**src/rtl/vr_seq_ctrl.sv**
```systemverilog
// Voltage-rail sequencer: brings four rails up in order with power-good timeouts,
// tears them down in reverse, and retries a bounded number of times before lockout.
//
// state | meaning
// ------+--------------------------------------------------------------
// OFF   | all rails off, waiting for PWR_REQ
// UP    | rails 0..idx enabled, waiting for power-good of rail idx
// ON    | all rails up and good, PWR_OK asserted
// DOWN  | orderly reverse shutdown on request
// FDOWN | reverse shutdown after a fault
// RWAIT | settle delay before an automatic retry
// LOCK  | retries exhausted, waiting for FAULT_CLR with PWR_REQ low
module vr_seq_ctrl #(
    parameter int T_TIMEOUT = 3300,
    parameter int T_OFF_DLY = 33,
    parameter int MAX_RETRY = 2
) (
    input  logic       CLK_33K_SUSCLK_PLD_R2,
    input  logic       RST_RSMRST_N,
    input  logic       PWR_REQ,
    input  logic [3:0] RAIL_PG,
    input  logic       FAULT_CLR,
    output logic [3:0] RAIL_EN,
    output logic       PWR_OK,
    output logic       FAULT,
    output logic [1:0] FAULT_RAIL,
    output logic       FAULT_TYPE,
    output logic [1:0] RETRY_CNT,
    output logic [2:0] SEQ_STATE
);

    typedef enum logic [2:0] {
        S_OFF   = 3'd0,
        S_UP    = 3'd1,
        S_ON    = 3'd2,
        S_DOWN  = 3'd3,
        S_FDOWN = 3'd4,
        S_RWAIT = 3'd5,
        S_LOCK  = 3'd6
    } state_t;

    localparam logic [15:0] TO_LAST   = 16'(T_TIMEOUT - 1);
    localparam logic [15:0] OFF_LAST  = 16'(T_OFF_DLY - 1);
    localparam logic [1:0]  RETRY_MAX = 2'(MAX_RETRY);

    state_t      state, state_nx;
    logic [1:0]  idx, idx_nx;
    logic [15:0] timer;
    logic [3:0]  en_nx;
    logic [1:0]  retry_nx;
    logic [1:0]  frail_nx;
    logic        ftype_nx;
    logic [3:0]  below_mask, drop_low;
    logic        pg_cur, tmo, off_dly_done, fdown_done, timer_clr;

    function automatic logic [1:0] lowest_idx(input logic [3:0] v);
        lowest_idx = 2'd0;
        for (int i = 3; i >= 0; i--) begin
            if (v[i]) lowest_idx = 2'(i);
        end
    endfunction

    function automatic logic [3:0] clear_top(input logic [3:0] v);
        clear_top = v;
        if (v[3])      clear_top[3] = 1'b0;
        else if (v[2]) clear_top[2] = 1'b0;
        else if (v[1]) clear_top[1] = 1'b0;
        else           clear_top[0] = 1'b0;
    endfunction

    always_comb begin
        state_nx     = state;
        idx_nx       = idx;
        en_nx        = RAIL_EN;
        retry_nx     = RETRY_CNT;
        frail_nx     = FAULT_RAIL;
        ftype_nx     = FAULT_TYPE;
        fdown_done   = 1'b0;
        below_mask   = (4'b0001 << idx) - 4'b0001;
        drop_low     = ~RAIL_PG & below_mask;
        pg_cur       = RAIL_PG[idx];
        tmo          = (timer == TO_LAST);
        off_dly_done = (timer == OFF_LAST);

        case (state)
            S_OFF: begin
                if (PWR_REQ) begin
                    state_nx = S_UP;
                    idx_nx   = 2'd0;
                    en_nx    = 4'b0001;
                end
            end
            S_UP: begin
                // Faults outrank a request drop, which outranks progress.
                if (drop_low != 4'b0000) begin
                    state_nx = S_FDOWN;
                    en_nx    = clear_top(RAIL_EN);
                    frail_nx = lowest_idx(drop_low);
                    ftype_nx = 1'b1;
                end else if (!pg_cur && tmo) begin
                    state_nx = S_FDOWN;
                    en_nx    = clear_top(RAIL_EN);
                    frail_nx = idx;
                    ftype_nx = 1'b0;
                end else if (!PWR_REQ) begin
                    state_nx = S_DOWN;
                    en_nx    = clear_top(RAIL_EN);
                end else if (pg_cur) begin
                    if (idx == 2'd3) begin
                        state_nx = S_ON;
                    end else begin
                        idx_nx = idx + 2'd1;
                        en_nx  = RAIL_EN | (4'b0010 << idx);
                    end
                end
            end
            S_ON: begin
                if (RAIL_PG != 4'b1111) begin
                    state_nx = S_FDOWN;
                    en_nx    = clear_top(RAIL_EN);
                    frail_nx = lowest_idx(~RAIL_PG);
                    ftype_nx = 1'b1;
                end else if (!PWR_REQ) begin
                    state_nx = S_DOWN;
                    en_nx    = clear_top(RAIL_EN);
                end
            end
            S_DOWN: begin
                if (off_dly_done) begin
                    if (RAIL_EN == 4'b0000) state_nx = S_OFF;
                    else                    en_nx    = clear_top(RAIL_EN);
                end
            end
            S_FDOWN: begin
                if (RAIL_EN == 4'b0000) begin
                    fdown_done = 1'b1;
                end else if (off_dly_done) begin
                    en_nx      = clear_top(RAIL_EN);
                    fdown_done = (en_nx == 4'b0000);
                end
            end
            S_RWAIT: begin
                if (off_dly_done) begin
                    if (PWR_REQ) begin
                        state_nx = S_UP;
                        idx_nx   = 2'd0;
                        en_nx    = 4'b0001;
                    end else begin
                        state_nx = S_OFF;
                    end
                end
            end
            S_LOCK: begin
                en_nx = 4'b0000;
                if (FAULT_CLR && !PWR_REQ) state_nx = S_OFF;
            end
            default: begin
                state_nx = S_OFF;
                en_nx    = 4'b0000;
            end
        endcase

        if (fdown_done) begin
            if (RETRY_CNT < RETRY_MAX) begin
                state_nx = S_RWAIT;
                retry_nx = RETRY_CNT + 2'd1;
            end else begin
                state_nx = S_LOCK;
            end
        end
        if (state_nx == S_OFF && state != S_OFF) retry_nx = 2'd0;

        // Any rail-enable change restarts the timer so shutdown steps are evenly spaced.
        timer_clr = (state_nx != state) || (idx_nx != idx) || (en_nx != RAIL_EN);
    end

    always_ff @(posedge CLK_33K_SUSCLK_PLD_R2 or negedge RST_RSMRST_N) begin
        if (!RST_RSMRST_N) begin
            state      <= S_OFF;
            idx        <= 2'd0;
            timer      <= 16'd0;
            RAIL_EN    <= 4'b0000;
            PWR_OK     <= 1'b0;
            FAULT      <= 1'b0;
            FAULT_RAIL <= 2'd0;
            FAULT_TYPE <= 1'b0;
            RETRY_CNT  <= 2'd0;
        end else begin
            state      <= state_nx;
            idx        <= idx_nx;
            RAIL_EN    <= en_nx;
            PWR_OK     <= (state_nx == S_ON);
            FAULT      <= (state_nx == S_LOCK);
            FAULT_RAIL <= frail_nx;
            FAULT_TYPE <= ftype_nx;
            RETRY_CNT  <= retry_nx;
            if (timer_clr)               timer <= 16'd0;
            else if (timer != 16'hFFFF)  timer <= timer + 16'd1;
        end
    end

    assign SEQ_STATE = state;

endmodule

```
**config.mk**
```make
export PLATFORM = sky130hd
export DESIGN_NAME = vr_seq_ctrl
export DESIGN_NICKNAME = d
export VERILOG_FILES = /design/src/rtl/vr_seq_ctrl.sv
export SDC_FILE = /design/constraint.sdc
export NUM_CORES = 1
export LEC_CHECK = 0
export BUFFER_PORTS_ARGS = -buffer_cell sky130_fd_sc_hd__buf_4
export CAP_MARGIN = 40
export CORE_UTILIZATION = 50
export DETAILED_ROUTE_END_ITERATION = 6
export HOLD_SLACK_MARGIN = 0.12
export PLACE_DENSITY = 0.72
export SYNTH_ARGS = -nofsm -noshare
export SYNTH_HDL_FRONTEND = slang
export SYNTH_SLANG_ARGS = --single-unit
```
**constraint.sdc**
```tcl
create_clock -name CLK_33K_SUSCLK_PLD_R2 -period 6.2 [get_ports CLK_33K_SUSCLK_PLD_R2]
set_input_delay 0.93 -clock CLK_33K_SUSCLK_PLD_R2 [delete_from_list [all_inputs] [get_ports CLK_33K_SUSCLK_PLD_R2]]
set_output_delay 0.93 -clock CLK_33K_SUSCLK_PLD_R2 [all_outputs]
set_load 0.05 [all_outputs]
```
==> key figures <==
Final layout
  • Diodes inserted: 0
  • Filler instances: 392
  • Layout area overhead: 11.6%
  • Multi-input logic area: 1360 µm²
  • Most frequent cells in the layout: nor2_1, dfrtp_1, nand2_1, buf_4, o21ai_0
  • Seq. cell area: 801 µm²
  • Final-stage net count: 311
  • Commonest non-fill, non-tap cell in the layout: nor2_1
  • Ratio of cells with drive above 1 in the final layout: 0.120

Min path
  • Hold endpoint: FAULT_RAIL[1]$_DFFE_PN0P_
  • Hold path startpoint: FAULT_RAIL[1]$_DFFE_PN0P_
  • HP Class: reg -> reg
  • Hold Path Depth: 1

Clock tree
  • Clock root cell: clkbuf_8
  • Setup bufs post-CTS: 0
  • TritonCTS Sinks: 32
  • CTS buffer count: 5
  • H-tree Lvls: 2
  • Post_cts resized: 0
  • Hold_buf cts: 0
  • Clock Path Buffers: 2
  • Reg clk slew, reported paths: 80 ps
  • CTS tree: built
  • Clock Latency Late Sink: 300 ps

Setup path
  • CP required: 6340 ps
  • Worst Setup Start Kind: input pin
  • FF-to-FF Start: idx[0]$_DFF_PN0_
  • Crit Reg-Reg Endpoint: timer[12]$_DFFE_PN0P_
  • Largest fanout on the critical path: 16
  • Crit path DAT: 3430 ps
  • Worst reg-to-reg setup slack: 2970 ps
  • CP Capture Type: flip-flop
  • Worst r2r path cells: 7
  • Crit path kind: in -> reg

Floorplanning
  • Core area: 4140 µm²
  • Die height: 68.9 µm
  • DIE AREA: 4740 µm²
  • Row count: 23
  • Starting Density: 0.540
  • Die W: 68.9 µm
  • Io pins: 22

Power and ir drop
  • Power share of the combinational group: 0.548
  • Clock power frac: 0.140
  • Max VDD drop: 0.000331 V
  • Part of the power in registers: 0.313
  • PwrDens: 455 nW/µm²
  • Sw power: 596 µW
  • Leak pwr: 1.01 nW
  • Internal power: 539 µW
  • Switching Share: 0.525
  • Tot Pwr: 1.13 mW

Yosys
  • Number of enable flip-flop cells after synthesis: 0
  • Mapped Cells: 284
  • Register area share after synthesis: 0.358
  • Compound-cell area share of the yosys netlist: 0.218
  • Yosys cell types: 55
  • Dominant combinational cell family by area after synthesis: simple AND/OR/NAND/NOR gates
  • Simple logic cell fraction of the synthesized area: 0.321
  • Post-Synth Adder-Cell Area: 0.0112
  • Synth Cell Area: 2240 µm²
  • Ys Warns: 0
  • Mux contribution to synthesized area: 0.0151
  • Ys flop type: dfrtp_1
  • #FFs+latches synth: 32
  • Synthesized net count: 294
  • Mapped Avg Cell Area: 7.87 µm²
  • XOR/XNOR share of the synthesized area: 0.0431
  • Ys async rst share: 1.00

Outcome
  • Status: finished, final reports clean

Drt
  • Residual DRC: 0
  • Antenna-violating nets left: 0
  • First drt pass iteration count: 5
  • Via density: 6.40
  • Post-Route WL: 5.90 mm
  • Drt wl/cell: 16.8 µm
  • Vias: 2246
  • Initial DRC count: 300

STA
  • Endpoints failing setup: 0
  • Peak Freq: 304 MHz
  • Fin crit share: 0.530
  • Relative slew slack: 0.421
  • Worst Tran Pin Value: 861 ps
  • Unrepaired setup endpoints after global routing: false
  • Setup TNS: 0 ps
  • Crit path time final: 3290 ps
  • Hold Vio Cnt, Final: 0
  • Worst-case clock skew: 12.4 ps
  • Slew Limit Fails: 0

Placement
  • DPL Wire Length: 4.15 mm
  • Port bufs: 21
  • Gpl congestion: 0.956

Global routing
  • Initial antenna violation count: 0
  • Largest net degree at the start of global routing: 33
  • Total congestion overflow: 0
  • Total track usage: 0.270
  • Number of global-route vias before repair: 1973
  • First-pass GRT wire length: 9.38 mm

Job
  • Max-cap viol count: 0
[logic make-up after synthesis]
| family | count (synthesis) |
|---|---|
| AO/OA/AOI/OAI | 75 |
| XOR/XNOR | 11 |
| adder cells (fa/ha/maj) | 2 |
| buffers and inverters | 20 |
| flip-flops | 32 |
| multiplexers | 2 |
| AND/OR/NAND/NOR | 142 |
[how the worst max path moves through the flow]
stage | slack [ps] | from | cells after the start | end
floorplan | 3210 | RAIL_PG[3] | 8 | timer[11]$_DFFE_PN0P_
global placement | 2670 | RAIL_PG[2] | 8 | timer[15]$_DFFE_PN0P_
detailed placement | 2570 | RAIL_PG[2] | 8 | timer[15]$_DFFE_PN0P_
CTS | 2910 | RAIL_PG[2] | 8 | timer[15]$_DFFE_PN0P_
global route | 2780 | RAIL_PG[2] | 8 | timer[0]$_DFFE_PN0P_
finish | 2910 | RAIL_PG[2] | 8 | timer[12]$_DFFE_PN0P_
[area by class of cell]
type | instances | area share
flip-flops and latches | 32 | 0.321
clock inverters | 2 | 0.00502
repair buffers | 21 | 0.0632
inverters | 9 | 0.0135
clock buffers | 5 | 0.0276
multi-input cells | 232 | 0.545
well taps | 50 | 0.0251
[critical path: stages]
cell	delay [ps]
buf_4	130
mux4_2	510
nor4_1	770
nor2_1	230
nor4_1	340
nor4_2	100
o2111ai_2	280
nor2_1	130
[sequential cells by signal, indices dropped and copies added (netlist names), 2 cells and up]
| register | count |
|---|---|
| timer | 16 |
| RAIL_EN | 4 |
| SEQ_STATE | 3 |
| FAULT_RAIL | 2 |
| RETRY_CNT | 2 |
| idx | 2 |
[synth_stat cells, types with 3 or more instances]
cell type | count | share of area
nor2b_1 | 4 | 0.011
clkbuf_1 | 10 | 0.017
xor2_1 | 8 | 0.031
nor3_1 | 13 | 0.029
nand3_1 | 13 | 0.029
a211oi_1 | 4 | 0.013
and2_1 | 4 | 0.011
nand2_1 | 32 | 0.054
nand4_1 | 7 | 0.020
o22ai_1 | 3 | 0.0084
a31oi_1 | 7 | 0.020
o21ai_0 | 19 | 0.043
a21o_1 | 3 | 0.010
nor2_1 | 41 | 0.069
nand2b_1 | 9 | 0.025
a21oi_1 | 17 | 0.038
xnor2_1 | 3 | 0.012
dfrtp_1 | 32 | 0.36
nor4_1 | 4 | 0.011
inv_1 | 9 | 0.015
[metal layers]
layer	GRT usage	up-vias	part of all wire
li1	-	1074	-
met1	0.384	1042	0.46
met2	0.399	107	0.44
met3	0.0461	23	0.068
met4	0.120	0	0.027
met5	0	-	0
[stage by stage]
| stage | cells | utilization | area (µm²) | worst slack (ps) | hold slack, ps |
|---|---|---|---|---|---|
| floorplan | 284 | - | 2240 | 3210 | 504 |
| global route | 351 | 0.602 | 2490 | 2780 | 556 |
| detailed placement | 344 | 0.582 | 2410 | 2570 | 503 |
| finish | 351 | 0.602 | 2490 | 2910 | 514 |
| global placement | 344 | 0.582 | 2410 | 2670 | 496 |
| CTS | 351 | 0.602 | 2490 | 2910 | 521 |
[power by group through the flow]
stage | combinational, mW | clock (mW) | sequential (mW)
floorplan | 0.392 | 0 | 0.414
global placement | 0.612 | 0 | 0.355
detailed placement | 0.613 | 0 | 0.355
CTS | 0.617 | 0.161 | 0.351
global route | 0.678 | 0.167 | 0.365
finish | 0.621 | 0.159 | 0.355
Power figures use the tool's default switching activity.
